===== src/rtl/fft_stage_sequencer.sv =====
// Address and strobe sequencer for an in-place radix-2 DIT FFT built around one shared butterfly.
// Each stage issues N/2 butterflies, then drains the read+butterfly pipeline before the next stage reads.
module fft_stage_sequencer #(
    parameter int N_POINTS     = 16,
    parameter int MEM_LATENCY  = 1,
    parameter int BFLY_LATENCY = 2
) (
    input  logic                             clk,
    input  logic                             rst,
    input  logic                             start,
    output logic                             busy,
    output logic                             done,
    output logic [$clog2(N_POINTS)-1:0]      stage,
    output logic                             rd_en,
    output logic [$clog2(N_POINTS)-1:0]      rd_addr0,
    output logic [$clog2(N_POINTS)-1:0]      rd_addr1,
    output logic [$clog2(N_POINTS)-2:0]      tw_addr,
    output logic                             wr_en,
    output logic [$clog2(N_POINTS)-1:0]      wr_addr0,
    output logic [$clog2(N_POINTS)-1:0]      wr_addr1
);

    localparam int LOG2N    = $clog2(N_POINTS);
    localparam int WB_DELAY = MEM_LATENCY + BFLY_LATENCY;
    localparam int BW       = LOG2N - 1;
    localparam int DW       = $clog2(WB_DELAY + 1);

    localparam logic [BW-1:0]    B_LAST     = BW'(N_POINTS / 2 - 1);
    localparam logic [LOG2N-1:0] STAGE_LAST = LOG2N'(LOG2N - 1);
    localparam logic [DW-1:0]    DRAIN_LAST = DW'(WB_DELAY - 1);

    typedef enum logic [1:0] {
        IDLE  = 2'd0,
        ISSUE = 2'd1,
        DRAIN = 2'd2,
        DONE  = 2'd3
    } state_t;

    state_t                      state_r, state_s;
    logic [LOG2N-1:0]            stage_s;
    logic [BW-1:0]               b_r, b_s;
    logic [DW-1:0]               drain_r, drain_s;
    logic [LOG2N-1:0]            a0_s, a1_s;
    logic [BW-1:0]               tw_s;

    logic [WB_DELAY-1:0]             dl_valid_r;
    logic [WB_DELAY-1:0][LOG2N-1:0]  dl_a0_r;
    logic [WB_DELAY-1:0][LOG2N-1:0]  dl_a1_r;

    // Upper-leg address: butterflies of a stage form groups of 2h, b indexes group then offset.
    function automatic logic [LOG2N-1:0] addr0_f(input logic [LOG2N-1:0] s, input logic [BW-1:0] b);
        logic [LOG2N-1:0] be;
        logic [LOG2N-1:0] mask;
        be   = {1'b0, b};
        mask = (LOG2N'(1) << s) - LOG2N'(1);
        return ((be >> s) << (s + LOG2N'(1))) | (be & mask);
    endfunction

    function automatic logic [BW-1:0] tw_f(input logic [LOG2N-1:0] s, input logic [BW-1:0] b);
        logic [BW-1:0] mask;
        mask = BW'((LOG2N'(1) << s) - LOG2N'(1));
        return (b & mask) << (LOG2N'(BW) - s);
    endfunction

    // Next-state logic and the address/strobe values to be registered for the coming cycle.
    always_comb begin
        state_s = state_r;
        stage_s = stage;
        b_s     = b_r;
        drain_s = drain_r;
        case (state_r)
            IDLE: begin
                if (start) begin
                    state_s = ISSUE;
                    stage_s = '0;
                    b_s     = '0;
                end else begin
                    state_s = IDLE;
                end
            end
            ISSUE: begin
                if (b_r == B_LAST) begin
                    state_s = DRAIN;
                    drain_s = '0;
                end else begin
                    b_s = b_r + BW'(1);
                end
            end
            DRAIN: begin
                if (drain_r == DRAIN_LAST) begin
                    if (stage < STAGE_LAST) begin
                        state_s = ISSUE;
                        stage_s = stage + LOG2N'(1);
                        b_s     = '0;
                    end else begin
                        state_s = DONE;
                    end
                end else begin
                    drain_s = drain_r + DW'(1);
                end
            end
            DONE: begin
                state_s = IDLE;
            end
            default: begin
                state_s = IDLE;
            end
        endcase
        a0_s = addr0_f(stage_s, b_s);
        a1_s = a0_s + (LOG2N'(1) << stage_s);
        tw_s = tw_f(stage_s, b_s);
    end

    // State, counters and registered read-side outputs.
    always_ff @(posedge clk) begin
        if (rst) begin
            state_r  <= IDLE;
            stage    <= '0;
            b_r      <= '0;
            drain_r  <= '0;
            busy     <= 1'b0;
            done     <= 1'b0;
            rd_en    <= 1'b0;
            rd_addr0 <= '0;
            rd_addr1 <= '0;
            tw_addr  <= '0;
        end else begin
            state_r <= state_s;
            stage   <= stage_s;
            b_r     <= b_s;
            drain_r <= drain_s;
            busy    <= (state_s != IDLE);
            done    <= (state_s == DONE);
            rd_en   <= (state_s == ISSUE);
            if (state_s == ISSUE) begin
                rd_addr0 <= a0_s;
                rd_addr1 <= a1_s;
                tw_addr  <= tw_s;
            end else begin
                rd_addr0 <= '0;
                rd_addr1 <= '0;
                tw_addr  <= '0;
            end
        end
    end

    // Write-back delay line; its last tap drives the write port, so a reset flushes in-flight writes.
    always_ff @(posedge clk) begin
        if (rst) begin
            dl_valid_r <= '0;
            dl_a0_r    <= '0;
            dl_a1_r    <= '0;
        end else begin
            dl_valid_r[0] <= rd_en;
            dl_a0_r[0]    <= rd_addr0;
            dl_a1_r[0]    <= rd_addr1;
            for (int i = 1; i < WB_DELAY; i++) begin
                dl_valid_r[i] <= dl_valid_r[i-1];
                dl_a0_r[i]    <= dl_a0_r[i-1];
                dl_a1_r[i]    <= dl_a1_r[i-1];
            end
        end
    end

    assign wr_en    = dl_valid_r[WB_DELAY-1];
    assign wr_addr0 = dl_a0_r[WB_DELAY-1];
    assign wr_addr1 = dl_a1_r[WB_DELAY-1];

endmodule


===== config.mk =====
export PLATFORM = sky130hd
export DESIGN_NAME = fft_stage_sequencer
export DESIGN_NICKNAME = d
export VERILOG_FILES = /design/src/rtl/fft_stage_sequencer.sv
export SDC_FILE = /design/constraint.sdc
export NUM_CORES = 1
export LEC_CHECK = 0
export CAP_MARGIN = 30
export CORE_MARGIN = 10
export CORE_UTILIZATION = 45
export CTS_CLUSTER_DIAMETER = 30
export DETAILED_ROUTE_END_ITERATION = 7
export GPL_TIMING_DRIVEN = 0
export PLACE_DENSITY = 0.75
export SYNTH_ARGS = -nofsm -noshare
export SYNTH_HDL_FRONTEND = slang
export SYNTH_SLANG_ARGS = --single-unit

===== constraint.sdc =====
create_clock -name clk -period 11.35 [get_ports clk]
set_clock_uncertainty 0.2 [all_clocks]
set_input_delay 2.27 -clock clk [delete_from_list [all_inputs] [get_ports clk]]
set_output_delay 2.27 -clock clk [all_outputs]
set_load 0.005 [all_outputs]

Word-level counts from Yosys, hierarchy flattened
Cells that the tools add are included.

Register bits after elaboration: 52. Input port bits: 3. Output and inout port bits: 27. Word-level logic and storage cells: 64.

$add $sub $neg: 7. Magnitude comparators: 1. Eq/ne operators: 9. Shift-type cells: 4. Multiplexer cells: 17. Bitwise logic cells: 4. Reductions and logical operators: 5.

Operators with widths (number): 3-bit two-way mux (4); 4-bit two-way mux (3); 2-bit two-way mux (5); 3-bit case mux with 3 select lines (1); 4-bit by 1-bit adder with 4-bit output, second input constant (2); 2-bit == test, second input constant (4); 2-bit case mux with 4 select lines (1); 4-bit case mux with 2 select lines (1); 4-bit adder (1); 3-bit by 4-bit bitwise AND with 4-bit output (1); 2-bit by 1-bit == test with 1-bit output, second input constant (2); 4-bit by 2-bit less-than comparator with 1-bit output, second input constant (1); 2-bit inequality test, second input constant (2); 4-bit OR (1); 2-bit case mux with 2 select lines (1); 2-bit nonzero test (2); 1-bit by 4-bit << shifter with 4-bit output, first input constant (1); 3-bit by 4-bit << shifter with 3-bit output (1); 4-bit by 4-bit << shifter with 4-bit output (1); 3-bit by 4-bit right shift with 4-bit output (1); 2-bit by 4-bit subtractor with 4-bit output, first input constant (1); 4-bit by 2-bit subtractor with 4-bit output, second input constant (1); 3-bit by 1-bit adder with 3-bit output, second input constant (1); 3-bit bitwise AND (1); other kinds (7) (7).

Depth between registers and ports, before layout
Depth in word-level cells: 9. Depth in mapped cells: 19. Gate-level depth less buffers: 17.

Worst setup path after synthesis
Ideal clock, no wire load.

Path type: in2reg. Start point: in start. End point: reg rd_addr1[3]. Setup time: 121 ps. Arrival: 5727 ps. Data required time: 11029 ps. Path slack: 5301 ps. Stages: 15. Buffers on the path: 1. Cell sequence: nor3b_1 a21oi_1 a21oi_1 inv_2 ha_1 buf_1 or3_2 a21oi_1 or3_1 a32o_1 ha_1 and2b_2 a311o_1 and3_1 mux2_4.

Word-level cells in the longest chain between the ends: 7. Elaborated cells between the ends (all ways): 17. Those cells by class: 3 x add/sub; 1 x eq/ne; 3 x shift; 6 x mux; 3 x bitwise; 1 x reduce/logical.

Ends and longest elaborated chain: start, declared (line 10) `input logic start,`; 4-bit two-way mux (*) (line 73) `if (start) begin`; 4-bit case mux with 2 select lines (*) (line 71) `case (state_r)`; net stage_s[0] (line 40) `logic [LOG2N-1:0] stage_s;`; branches (longest 3 deep; another with 4-bit by 1-bit adder with 4-bit output); 4-bit OR (*) (line 56) `return ((be >> s) << (s + LOG2N'(1))) | (be & mask);`; net a0_s[2] (line 43) `logic [LOG2N-1:0] a0_s, a1_s;`; 4-bit adder (*) (line 110) `a1_s = a0_s + (LOG2N'(1) << stage_s);`; end signal, assigned (line 137) `rd_addr1 <= a1_s;`; end, declared (line 16) `output logic [$clog2(N_POINTS)-1:0] rd_addr1,`.

Mark *: on every way through the listed nets, which the timed path passes. A chain may end at the register's enable or synchronous reset.

Worst setup path in the final report
Same ends and word-level chain as after synthesis.

==> results.md <==
* VDD IR-drop max at 0.0553 mV
* Core area at 4820 µm²
* Syn Std Cell Area at 2280 µm²
* Drt first pass iters at 5
* CP Launch Type: input port
* Initial core utilization at 47.3%
* Layout cell share with drive strength beyond 1 at 11.9%
* Diodes inserted at 0
* Congestion Overflow GR at 0
* FP Rows at 25
* I/O Pins at 30
* Layout area overhead at 20.4%
* Fin util at 56.9%
* Synth area leaders: dfxtp_1 (46%), nor2b_1 (8.2%), ha_1 (4.4%)
* Post-CTS Setup Repair Bufs at 0
* Crit end category: flop
* Final Hold Fails at 0
* Outcome: finished, final reports clean
* Synthesized Nets at 252
* Nets at 288
* Post-Syn Instances at 240
* Flop and latch count out of synthesis at 52
* Clock Latency Late Sink at 0.30 ns
* RSZ-0062 raised after global routing: false
* FF/Latch Area at 1040 µm²
* DR WL/cell at 13.1 µm
* Root Buffer: clkbuf_8
* Terminus of the critical flop-to-flop path: rd_addr1[3]
* Vias in the first global route at 1684
* Ys Warns at 0
* Die width at 91.2 µm
* Worst setup endpoint: rd_addr1[3]
* Initial antenna violation count at 0
* PostCTS Resize Cnt at 0
* Pleak at 1.10 nW
* Commonest non-fill, non-tap cell in the layout: dfxtp_1
* Multi-input logic area at 1070 µm²
* Fin crit share at 60.9%
* Primary FF master, synth: dfxtp_1
* Vias at 1768
* Yosys cell types at 57
* Routed vias/inst at 5.14
* Antenna Nets Post-Route at 0
* DRC viols at 0
* CTS tree: yes
* Clk buf depth at 2
* Violation count after the first detailed-route iteration at 223
* DP HPWL at 3440 µm
* Async set or reset register ratio after synthesis at 0%
* Worst Setup SP: start
* Post-synth EDFFs at 0
* Fmax at 0.145 GHz
* Worst hold slack at 0.241 ns
* Die height at 91.2 µm
* TritonCTS Buffers at 5
* Post-layout minimum cycle time at 6.92 ns
* Wirelength, routed at 4520 µm
* Tightest Pin Transition at 0.754 ns
* Worst hold path type: reg2reg
* Final slew viol count at 0
* Final Wtd Congestion at 0.856
* Synth Area per Inst at 9.49 µm²
* Port Buf Inserts at 29
* CP required at 11.35 ns
* Largest net degree at the start of global routing at 18
* Final setup fails at 0
* Htree depth at 2
* Filler cells at 445
* WS Path Type: in2reg
* TNS Setup at 0 ns
* Final Cell Area at 2740 µm²
* Relative slew margins at 49.0%
* Seq/Total Area, Yosys at 45.7%
* Pwr per Cell Area at 114 nW/µm²
* Max Cap Viol at 0
* Global-route wire length before repair at 7860 µm
* Clock Sinks at 52
* Gr usage total at 11.1%
* WP data arrival at 6.91 ns
* Placed cell area at 2650 µm²
* Cell taking the most area after synthesis: dfxtp_1
* R2r startpoint: drain_r[0]
* Clk pin slew, worst setup/hold paths at 0.09 ns
* Reg2Reg Depth at 17
* R2r setup slk at 6.23 ns
* Most frequent cells in the layout: dfxtp_1 (52), nor2b_1 (30), clkdlybuf4s50_1 (29), nor2_1 (22), a21oi_1 (14)
* Post-synth top area share at 45.7%
* Die footprint at 8310 µm²
* CTS Hold Bufs at 0
* Max FO, Critical Path at 8
## state kept, by name, indices dropped and copies added (netlist names), 2 cells and up
register / count
tw_addr: 3
dl_a1_r: 8
wr_addr1: 4
dl_valid_r: 3
rd_addr1: 4
drain_r: 2
dl_a0_r: 8
wr_addr0: 4
b_r: 3
stage: 4
state_r: 2
rd_addr0: 4
## per-stage QoR
stage / worst slack (ns) / std cells / power [mW]
floorplan: 5.30 / 240 / 0.204
global placement: 4.17 / 336 / 0.211
detailed placement: 4.19 / 336 / 0.211
CTS: 4.50 / 344 / 0.315
global route: 4.06 / 344 / 0.325
finish: 4.43 / 344 / 0.312
## report_power, final
group          internal (mW)  switching, mW  total (mW)
registers              0.186        0.00139       0.187
logic                0.00905         0.0107      0.0198
clock network         0.0438         0.0608       0.105
total                  0.239         0.0729       0.312
## worst min-delay path by stage
stage	slack [ns]	cells after the start	end	startpoint
finish	0.24	1	wr_addr1[1]	dl_a1_r[5]
global route	0.26	1	dl_a1_r[5]	dl_a1_r[1]
floorplan	0.21	1	dl_a0_r[4]	dl_a0_r[0]
global placement	0.22	1	dl_a1_r[4]	dl_a1_r[0]
detailed placement	0.22	1	wr_addr1[1]	dl_a1_r[5]
CTS	0.24	1	wr_addr1[1]	dl_a1_r[5]
## worst max-delay path, cell delays in order
cell             delay [ns]
clkdlybuf4s50_1        0.55
nor3b_1                0.63
a21oi_1                0.18
a21oi_1                0.41
inv_2                  0.11
ha_1                   0.29
buf_1                  0.29
or3_2                  0.19
a21oi_1                0.07
or3_1                  0.40
a32o_1                 0.28
ha_1                   0.29
and2b_2                0.21
a311o_1                0.32
and3_1                 0.16
mux2_4                 0.24
## metal layers
layer	GRT usage (%)	wire, µm	vias up
met5	0	0	-
met4	3.66	44	0
met3	3.95	297	4
met2	18.0	2090	44
met1	13.5	2090	824
li1	-	-	896
## cell usage after synthesis, types with 2 or more instances
cell / instances
a31o_2: 2
nand2b_1: 2
a21oi_1: 14
nand2_1: 6
xor2_1: 3
nor3_1: 4
clkbuf_1: 7
or3_2: 2
o221ai_1: 2
nand4b_1: 2
a21boi_0: 2
nor2_1: 22
buf_4: 8
or3b_2: 2
a32o_1: 2
dfxtp_1: 52
ha_1: 8
and3_1: 2
nor3b_1: 3
nor2b_1: 30
buf_6: 2
and2_1: 5
inv_1: 10
or3_1: 4
nand3_1: 4
o32ai_1: 2
o21ai_0: 4
a31oi_1: 2
o2111ai_1: 2
nor4_1: 2
a211oi_1: 2
## final cells by class
cell class                 instances  area share [%]
multi-input combinational        157            39.1
sequential                        52            38.0
timing repair buffer              29            10.6
buffer                            19            4.29
tap                               67            3.06
clock buffer                       5            2.51
inverter                          12            1.73
clock inverter                     3           0.776
## kinds of logic (layout without fill, tap and decap cells)
group,after synthesis,after routing,synth area share [%]
buffers and inverters,31,68,7.25
adders and majority gates,9,9,5.27
AOI/OAI and AO/OA,48,48,15.7
muxes,2,2,1.10
and+or+nand+nor,94,94,23.5
DFF,52,52,45.7
xor gates and xnor gates,4,4,1.54
Note: power is estimated with default switching activity, not from simulation.
